$ cat src/rtl/pipelined_csa_pkg.sv
// Shared defaults and elaboration helpers for the pipelined carry-select adder.
package pipelined_csa_pkg;

    localparam int CSA_DEF_WIDTH = 16;
    localparam int CSA_DEF_BLK   = 4;

    function automatic int csa_num_stages(input int width, input int blk);
        return width / blk;
    endfunction

    function automatic bit csa_cfg_ok(input int width, input int blk);
        return (blk > 0) && (width >= blk) && ((width % blk) == 0);
    endfunction

endpackage

$ cat src/rtl/csa_slice.sv
// Combinational BLK-bit carry-select slice: two ripple sums (carry 0 and 1),
// one of which is picked by the incoming carry.
module csa_slice #(
    parameter int BLK = 4
) (
    input  logic [BLK-1:0] a,
    input  logic [BLK-1:0] b,
    input  logic           c_in,
    output logic [BLK-1:0] s,
    output logic           c_out
);

    logic [BLK:0] sum0;
    logic [BLK:0] sum1;

    assign sum0       = {1'b0, a} + {1'b0, b};
    assign sum1       = {1'b0, a} + {1'b0, b} + {{BLK{1'b0}}, 1'b1};
    assign {c_out, s} = c_in ? sum1 : sum0;

endmodule

$ cat src/rtl/pipelined_csa.sv
// Pipelined carry-select adder/subtractor, one BLK-bit slice per stage, with
// valid/ready on both sides. Define PIPELINED_CSA_OVF_EN to add the ovf output.
module pipelined_csa
    import pipelined_csa_pkg::*;
#(
    parameter int WIDTH = CSA_DEF_WIDTH,
    parameter int BLK   = CSA_DEF_BLK
) (
    input  logic             clk,
    input  logic             rst,
    input  logic             in_valid,
    output logic             in_ready,
    input  logic [WIDTH-1:0] a,
    input  logic [WIDTH-1:0] b,
    input  logic             cin,
    input  logic             sub,
    output logic             out_valid,
    input  logic             out_ready,
    output logic [WIDTH-1:0] sum,
`ifdef PIPELINED_CSA_OVF_EN
    output logic             ovf,
`endif
    output logic             co
);

    localparam int NSTG = csa_num_stages(WIDTH, BLK);

    if (!csa_cfg_ok(WIDTH, BLK)) begin : g_cfg_err
        $error("pipelined_csa: WIDTH must be a positive multiple of BLK");
    end

    logic [WIDTH-1:0] b_eff;
    logic             c_eff;
    logic             adv;

    // Whole pipeline moves in lockstep; only a stalled, occupied output blocks it.
    assign adv      = !out_valid || out_ready;
    assign in_ready = adv;
    assign b_eff    = sub ? ~b : b;
    assign c_eff    = sub | cin;

    for (genvar k = 0; k < NSTG; k++) begin : g_stg
        localparam int LO  = k * BLK;
        localparam int REM = WIDTH - LO;

        logic [REM-1:0]    opa_in;
        logic [REM-1:0]    opb_in;
        logic              c_in;
        logic              vld_in;
        logic [BLK-1:0]    s_blk;
        logic              c_blk;
        logic [LO+BLK-1:0] res_d;
        logic [LO+BLK-1:0] res_q;
        logic              vld_q;
        logic              c_q;

        if (k == 0) begin : g_src
            assign opa_in = a;
            assign opb_in = b_eff;
            assign c_in   = c_eff;
            assign vld_in = in_valid;
            assign res_d  = s_blk;
        end else begin : g_src
            assign opa_in = g_stg[k-1].g_fwd.opa_q;
            assign opb_in = g_stg[k-1].g_fwd.opb_q;
            assign c_in   = g_stg[k-1].c_q;
            assign vld_in = g_stg[k-1].vld_q;
            assign res_d  = {s_blk, g_stg[k-1].res_q};
        end

        csa_slice #(.BLK(BLK)) u_slice (
            .a    (opa_in[BLK-1:0]),
            .b    (opb_in[BLK-1:0]),
            .c_in (c_in),
            .s    (s_blk),
            .c_out(c_blk)
        );

        // NOTE: result/carry registers are reset and only load valid items, so
        // sum/co read 0 after reset and bubbles never disturb a held result.
        always_ff @(posedge clk) begin
            if (rst) begin
                vld_q <= 1'b0;
                c_q   <= 1'b0;
                res_q <= '0;
            end else if (adv) begin
                vld_q <= vld_in;
                if (vld_in) begin
                    c_q   <= c_blk;
                    res_q <= res_d;
                end
            end
        end

        if (k < NSTG - 1) begin : g_fwd
            logic [REM-BLK-1:0] opa_q;
            logic [REM-BLK-1:0] opb_q;

            // NOTE: skew operands are only consumed behind a set valid bit, so
            // they need no reset.
            always_ff @(posedge clk) begin
                if (adv && vld_in) begin
                    opa_q <= opa_in[REM-1:BLK];
                    opb_q <= opb_in[REM-1:BLK];
                end
            end
        end

`ifdef PIPELINED_CSA_OVF_EN
        if (k == NSTG - 1) begin : g_ovf
            logic ovf_q;

            // Carry into the MSB is recovered as a ^ b ^ s at that bit.
            always_ff @(posedge clk) begin
                if (rst) begin
                    ovf_q <= 1'b0;
                end else if (adv && vld_in) begin
                    ovf_q <= opa_in[BLK-1] ^ opb_in[BLK-1] ^ s_blk[BLK-1] ^ c_blk;
                end
            end
        end
`endif
    end

    assign out_valid = g_stg[NSTG-1].vld_q;
    assign sum       = g_stg[NSTG-1].res_q;
    assign co        = g_stg[NSTG-1].c_q;
`ifdef PIPELINED_CSA_OVF_EN
    assign ovf       = g_stg[NSTG-1].g_ovf.ovf_q;
`endif

endmodule

$ cat config.mk
export PLATFORM = sky130hd
export DESIGN_NAME = pipelined_csa
export DESIGN_NICKNAME = d
export VERILOG_FILES = /design/src/rtl/pipelined_csa_pkg.sv /design/src/rtl/csa_slice.sv /design/src/rtl/pipelined_csa.sv
export SDC_FILE = /design/constraint.sdc
export NUM_CORES = 1
export LEC_CHECK = 0
export CAP_MARGIN = 20
export CORE_MARGIN = 2
export CORE_UTILIZATION = 30
export DETAILED_ROUTE_END_ITERATION = 8
export MAX_ROUTING_LAYER = met4
export PLACE_DENSITY_LB_ADDON = 0.12
export SLEW_MARGIN = 10
export SYNTH_ARGS = -nofsm -noshare
export SYNTH_HDL_FRONTEND = slang
export SYNTH_SLANG_ARGS = --single-unit
$ cat constraint.sdc
create_clock -name clk -period 3.29 [get_ports clk]
set_input_delay 0.4935 -clock clk [delete_from_list [all_inputs] [get_ports clk]]
set_output_delay 0.4935 -clock clk [all_outputs]
set_load 0.02 [all_outputs]
## Word-level counts from Yosys, hierarchy flattened

Index checks and enable logic that the tools add are counted.

| cells by class | value |
|---|---|
| $add $sub $neg | 8 |
| $mul | 0 |
| div/mod/pow operators | 0 |
| magnitude comparators | 0 |
| eq/ne operators | 0 |
| shifts and indexed selects | 0 |
| multiplexer cells | 5 |
| bitwise operators | 2 |
| reductions and logical operators | 9 |

Operators by type and width:

| cell | number |
|---|---|
| $add 4x4->5 | 4 |
| $add 5x1->5 const B | 4 |
| $mux 5 | 4 |
| $mux 16 | 1 |
| $not 16->16 | 1 |
| $reduce_and 2->1 | 4 |
| $logic_and 1x1->1 | 3 |
| $logic_not 1->1 | 1 |
| $logic_or 1x1->1 | 1 |
| $or 1x1->1 | 1 |

| storage, ports and cells | value |
|---|---|
| flip-flop bits (word level) | 96 |
| latch bits | 0 |
| memory bits (writable) | 0 |
| memory bits (read-only) | 0 |
| input bits | 38 |
| output and inout bits | 19 |
| memories | 0 |

## Depth between registers and ports, before layout

| logic depth | value |
|---|---|
| depth in word-level cells | 5 |
| depth in mapped cells | 10 |
| gate-level depth less buffers | 8 |

## Cells and area by module

A second synthesis with hierarchy kept.

| unflattened totals | value |
|---|---|
| cells, all modules | 424 |
| area total of the unflattened synthesis | 4,448.0 sq um |

Modules (own cells, without submodules):

| module | times used | cells an instance | area an instance (sq um) | sequential area each (sq um) |
|---|---|---|---|---|
| pipelined_csa | 1 | 288 | 3,452.1 | 2,402.3 |
| csa_slice | 4 | 34 | 249.0 | 0.0 |

## Worst setup path after synthesis

Ideal clock, no wire load.

| timing path | value |
|---|---|
| path type | input to register |
| start point | input port sub |
| end point | register g_stg[0].c_q |
| setup time | 0.116 ns |
| arrival time | 2.791 ns |
| data required time | 3.174 ns |
| setup slack | 0.383 ns |
| cell stages on the path | 10 |
| path buffers | 2 |
| path through | buf_2 > buf_2 > xor2_1 > ha_1 > fa_1 > ha_1 > o21ai_0 > nor2_1 > or4b_1 > a41o_1 |

| on the way | value |
|---|---|
| longest elaborated chain between the ends | 4 |
| elaborated cells between the ends (all ways) | 5 |

Ends and longest elaborated chain:

| what | RTL line | text |
|---|---|---|
| from (decl) | pipelined_csa.sv:16 | `input logic sub,` |
| $mux 16 | pipelined_csa.sv:39 | `assign b_eff = sub ? ~b : b;` |
| $add 4x4->5 | csa_slice.sv:16, csa_slice.sv:17 |  |
| $add 5x1->5 | csa_slice.sv:17 | `assign sum1 = {1'b0, a} + {1'b0, b} + {{BLK{1'b0}}, 1'b1};` |
| $mux 5 (*) | csa_slice.sv:18 | `assign {c_out, s} = c_in ? sum1 : sum0;` |
| to (signal assigned) | pipelined_csa.sv:89 | `c_q <= c_blk;` |
| to (decl) | pipelined_csa.sv:55 | `logic c_q;` |

Mark *: on every way between the ends. The rest lies on a longest branch, timed or not.
A chain may end at the register's enable or synchronous reset.

## Worst setup path in the final report

Same ends and word-level chain as after synthesis.

==> flow_summary.ini <==
[outcome]
status = completed

[synth]
syn_area_sq_mm = 0.00405
ys_ff_latch = 96
synth.net_count = 419
synthCells = 357
synth_area_leaders = edfxtp_1 36%, dfxtp_1 24%, ha_1 6.2%
synth_compound_gate_area_share_pct = 11.6
synth_top_family_by_area = simple AND/OR/NAND/NOR gates
synthMuxAreaShare_pct = 0.742
yosys.area_share.simple_pct = 12.9
synth-xor-area-share_pct = 5.19
yosys_warnings = 0
ys_types = 37
syn_area_per_cell_sq_um = 11.3
synth_flop_cell = edfxtp_1
ys_seq_area_share_pct = 59.4
synth-adder-area-share_pct = 8.16
yosysTopAreaCellShare_pct = 35.6
synth-edff-count = 48
post-synth-top-area-cell = edfxtp_1
async_flop_share_pct = 0

[floorplan]
die_h_um = 120
start_util_pct = 30.7
die_w_um = 120
ios = 57
coreArea_sq_mm = 0.0132
die_area_sq_mm = 0.0144
row_count = 42

[setup_path]
crit_buf_inv = 1
path_common_cell = ha_1
r2r_start = g_stg[1].g_fwd.opa_q[0]
critPathMaxFanout = 4
path_cells = clkdlybuf4s50_1, xor2_1, ha_1, fa_1, ha_1, o21ai_0, nor2_1, or4b_1, a41o_1
critPathLaunch = sub
crit_family = adder cells
cp.required_ns = 3.52
crit_arrival_ns = 3.02
cp_slowest_cell = fa_1
endpoint_kind = flop
slowest_delay_ns = 0.53
crit_type = primary input to flop
start_kind = primary input

[clocking]
cts-root-buf = clkbuf_16
clkTransAtPathRegs_ns = 0.07
cts-resized-gates = 0
cts_max_level = 3
clkLatencyLatePin_ns = 0.34
numCtsBuffers = 9
cts_max_path_buffers = 2
hold_buffers = 0
cts_tree = done
cts_num_sinks = 96
cts_setup_buffers = 0

[sta]
rsz0062_at_grt = false
relSlewSlack_pct = 55.2
fin_setup_tns_ns = 0
whs_ns = 0.410
period_share_pct = 84.7
finalCriticalPeriod_ns = 2.79
clock.fmax_mhz = 359
worst_slack_ns = 0.504
finalMaxSlewViolations = 0
setup_viol = 0
clock_skew_ns = 0.00736
timing.final.hold_violations = 0
tightest_slew_ns = 0.672

[grt]
gr-total-overflow = 0
grt_pass1_vias = 2546
grt_max_degree = 42
grt_antenna_before_repair = 0
grt_util_all_layers_pct = 11.0
grt_pass1_wl_mm = 12.3

[power]
power_switching_mw = 0.623
p_comb_share_pct = 10.6
power_frac_clock_pct = 40.5
pwr-share-seq_pct = 48.8
powerDensity_mw_per_mm2 = 535
internal-power_mw = 2.13
p_sw_share_pct = 22.6
cellLeakagePower_nw = 1.86
ir_drop_mv = 0.236

[drt]
finalWirelength_mm = 7.30
wl_per_cell_um = 12.2
drc = 0
drtIter0Drc = 119
drtAntennaViolNets = 0
maxUsedRoutingLayer = met4
met2WireLength_mm = 3.07
wl_met1_mm = 3.81
vias = 2670
drt_pass1_iterations = 6
vias_per_cell = 4.46
wl_met3_um = 348

[place]
port_buffers = 56
placed_cells = 583
preCtsSetupSlack_ns = 0.135
dp_hpwl_mm = 5.24
place_congestion = 0.736

[layout]
final_common_cell = nand2_1
layout_common_cells = 64 x nand2_1, 56 x clkdlybuf4s50_1, 48 x dfxtp_1, 48 x edfxtp_1, 44 x a21oi_1
nets = 480
finish.utilization_pct = 39.0
drive_gt1_share_pct = 6.38
area_growth_pct = 27.1
diodes = 0
n_fill_cell = 1287
layout.cells.non_filler = 599

[hold_path]
hold_path_class = flop to flop
hold_start = g_stg[0].g_fwd.opa_q[7]

[flow_run]
maxCapViolations = 0
==> Yosys cell counts (5+ instances only) <==
cell / count
nor3b_1: 5
ha_1: 20
a211oi_1: 6
dfxtp_1: 48
edfxtp_1: 48
clkbuf_1: 7
xnor2_1: 5
nand3_1: 10
nand2_1: 64
xor2_1: 19
a21oi_1: 44
nor2_1: 15
o21ai_0: 5
buf_2: 5
inv_1: 6
==> per-stage QoR <==
| step | cell area [sq um] | power (mW) |
|---|---|---|
| 2_1_floorplan | 4050 | 1.56 |
| 3_3_place_gp | 4830 | 1.66 |
| 3_5_place_dp | 4830 | 1.67 |
| 4_1_cts | 5140 | 2.79 |
| 5_1_grt | 5140 | 2.88 |
| 6_report | 5140 | 2.75 |
==> area by class of cell <==
type                    instances  area [sq um]  share of cell area, %
multi-input cells             240          1560                   30.3
repair buffers                 63           613                   11.9
inverters                       8          30.0                  0.584
well taps                     176           220                   4.28
flip-flops and latches         96          2400                   46.7
clock buffers                  10           229                   4.45
clock inverters                 6          90.1                   1.75
==> logic make-up after synthesis <==
family	count (synthesis)
mux	3
compound gates	76
buf+inv	21
xor+xnor	24
fa+ha+maj	24
flops	96
simple gates	113
==> routing by layer <==
metal / global-route usage [%] / vias to the layer above
met5: - / -
met4: 4.19 / 0
met3: 2.85 / 8
met2: 15.4 / 66
met1: 15.2 / 1191
li1: - / 1405
==> registers in the layout, summed over array words and instances (netlist names) <==
register	cells
co	1
g_stg.c_q	3
g_stg.g_fwd.opa_q	24
g_stg.g_fwd.opb_q	24
g_stg.res_q	24
g_stg.vld_q	3
out_valid	1
sum	16
==> final timing paths <==
path / end / slack [ns] / cells after the start
max: g_stg[0].c_q / 0.50 / 9
min: g_stg[1].g_fwd.opa_q[3] / 0.41 / 0
max reg2reg: g_stg[2].c_q / 0.95 / 6
min reg2reg: g_stg[1].g_fwd.opa_q[3] / 0.41 / 0
==> power groups by stage <==
stage	clock network [mW]	registers, mW	logic (mW)
floorplan	0	1.37	0.190
global placement	0	1.37	0.289
detailed placement	0	1.37	0.294
CTS	1.15	1.35	0.296
global route	1.19	1.35	0.330
finish	1.12	1.34	0.292
Note: power is estimated with default switching activity, not from simulation.
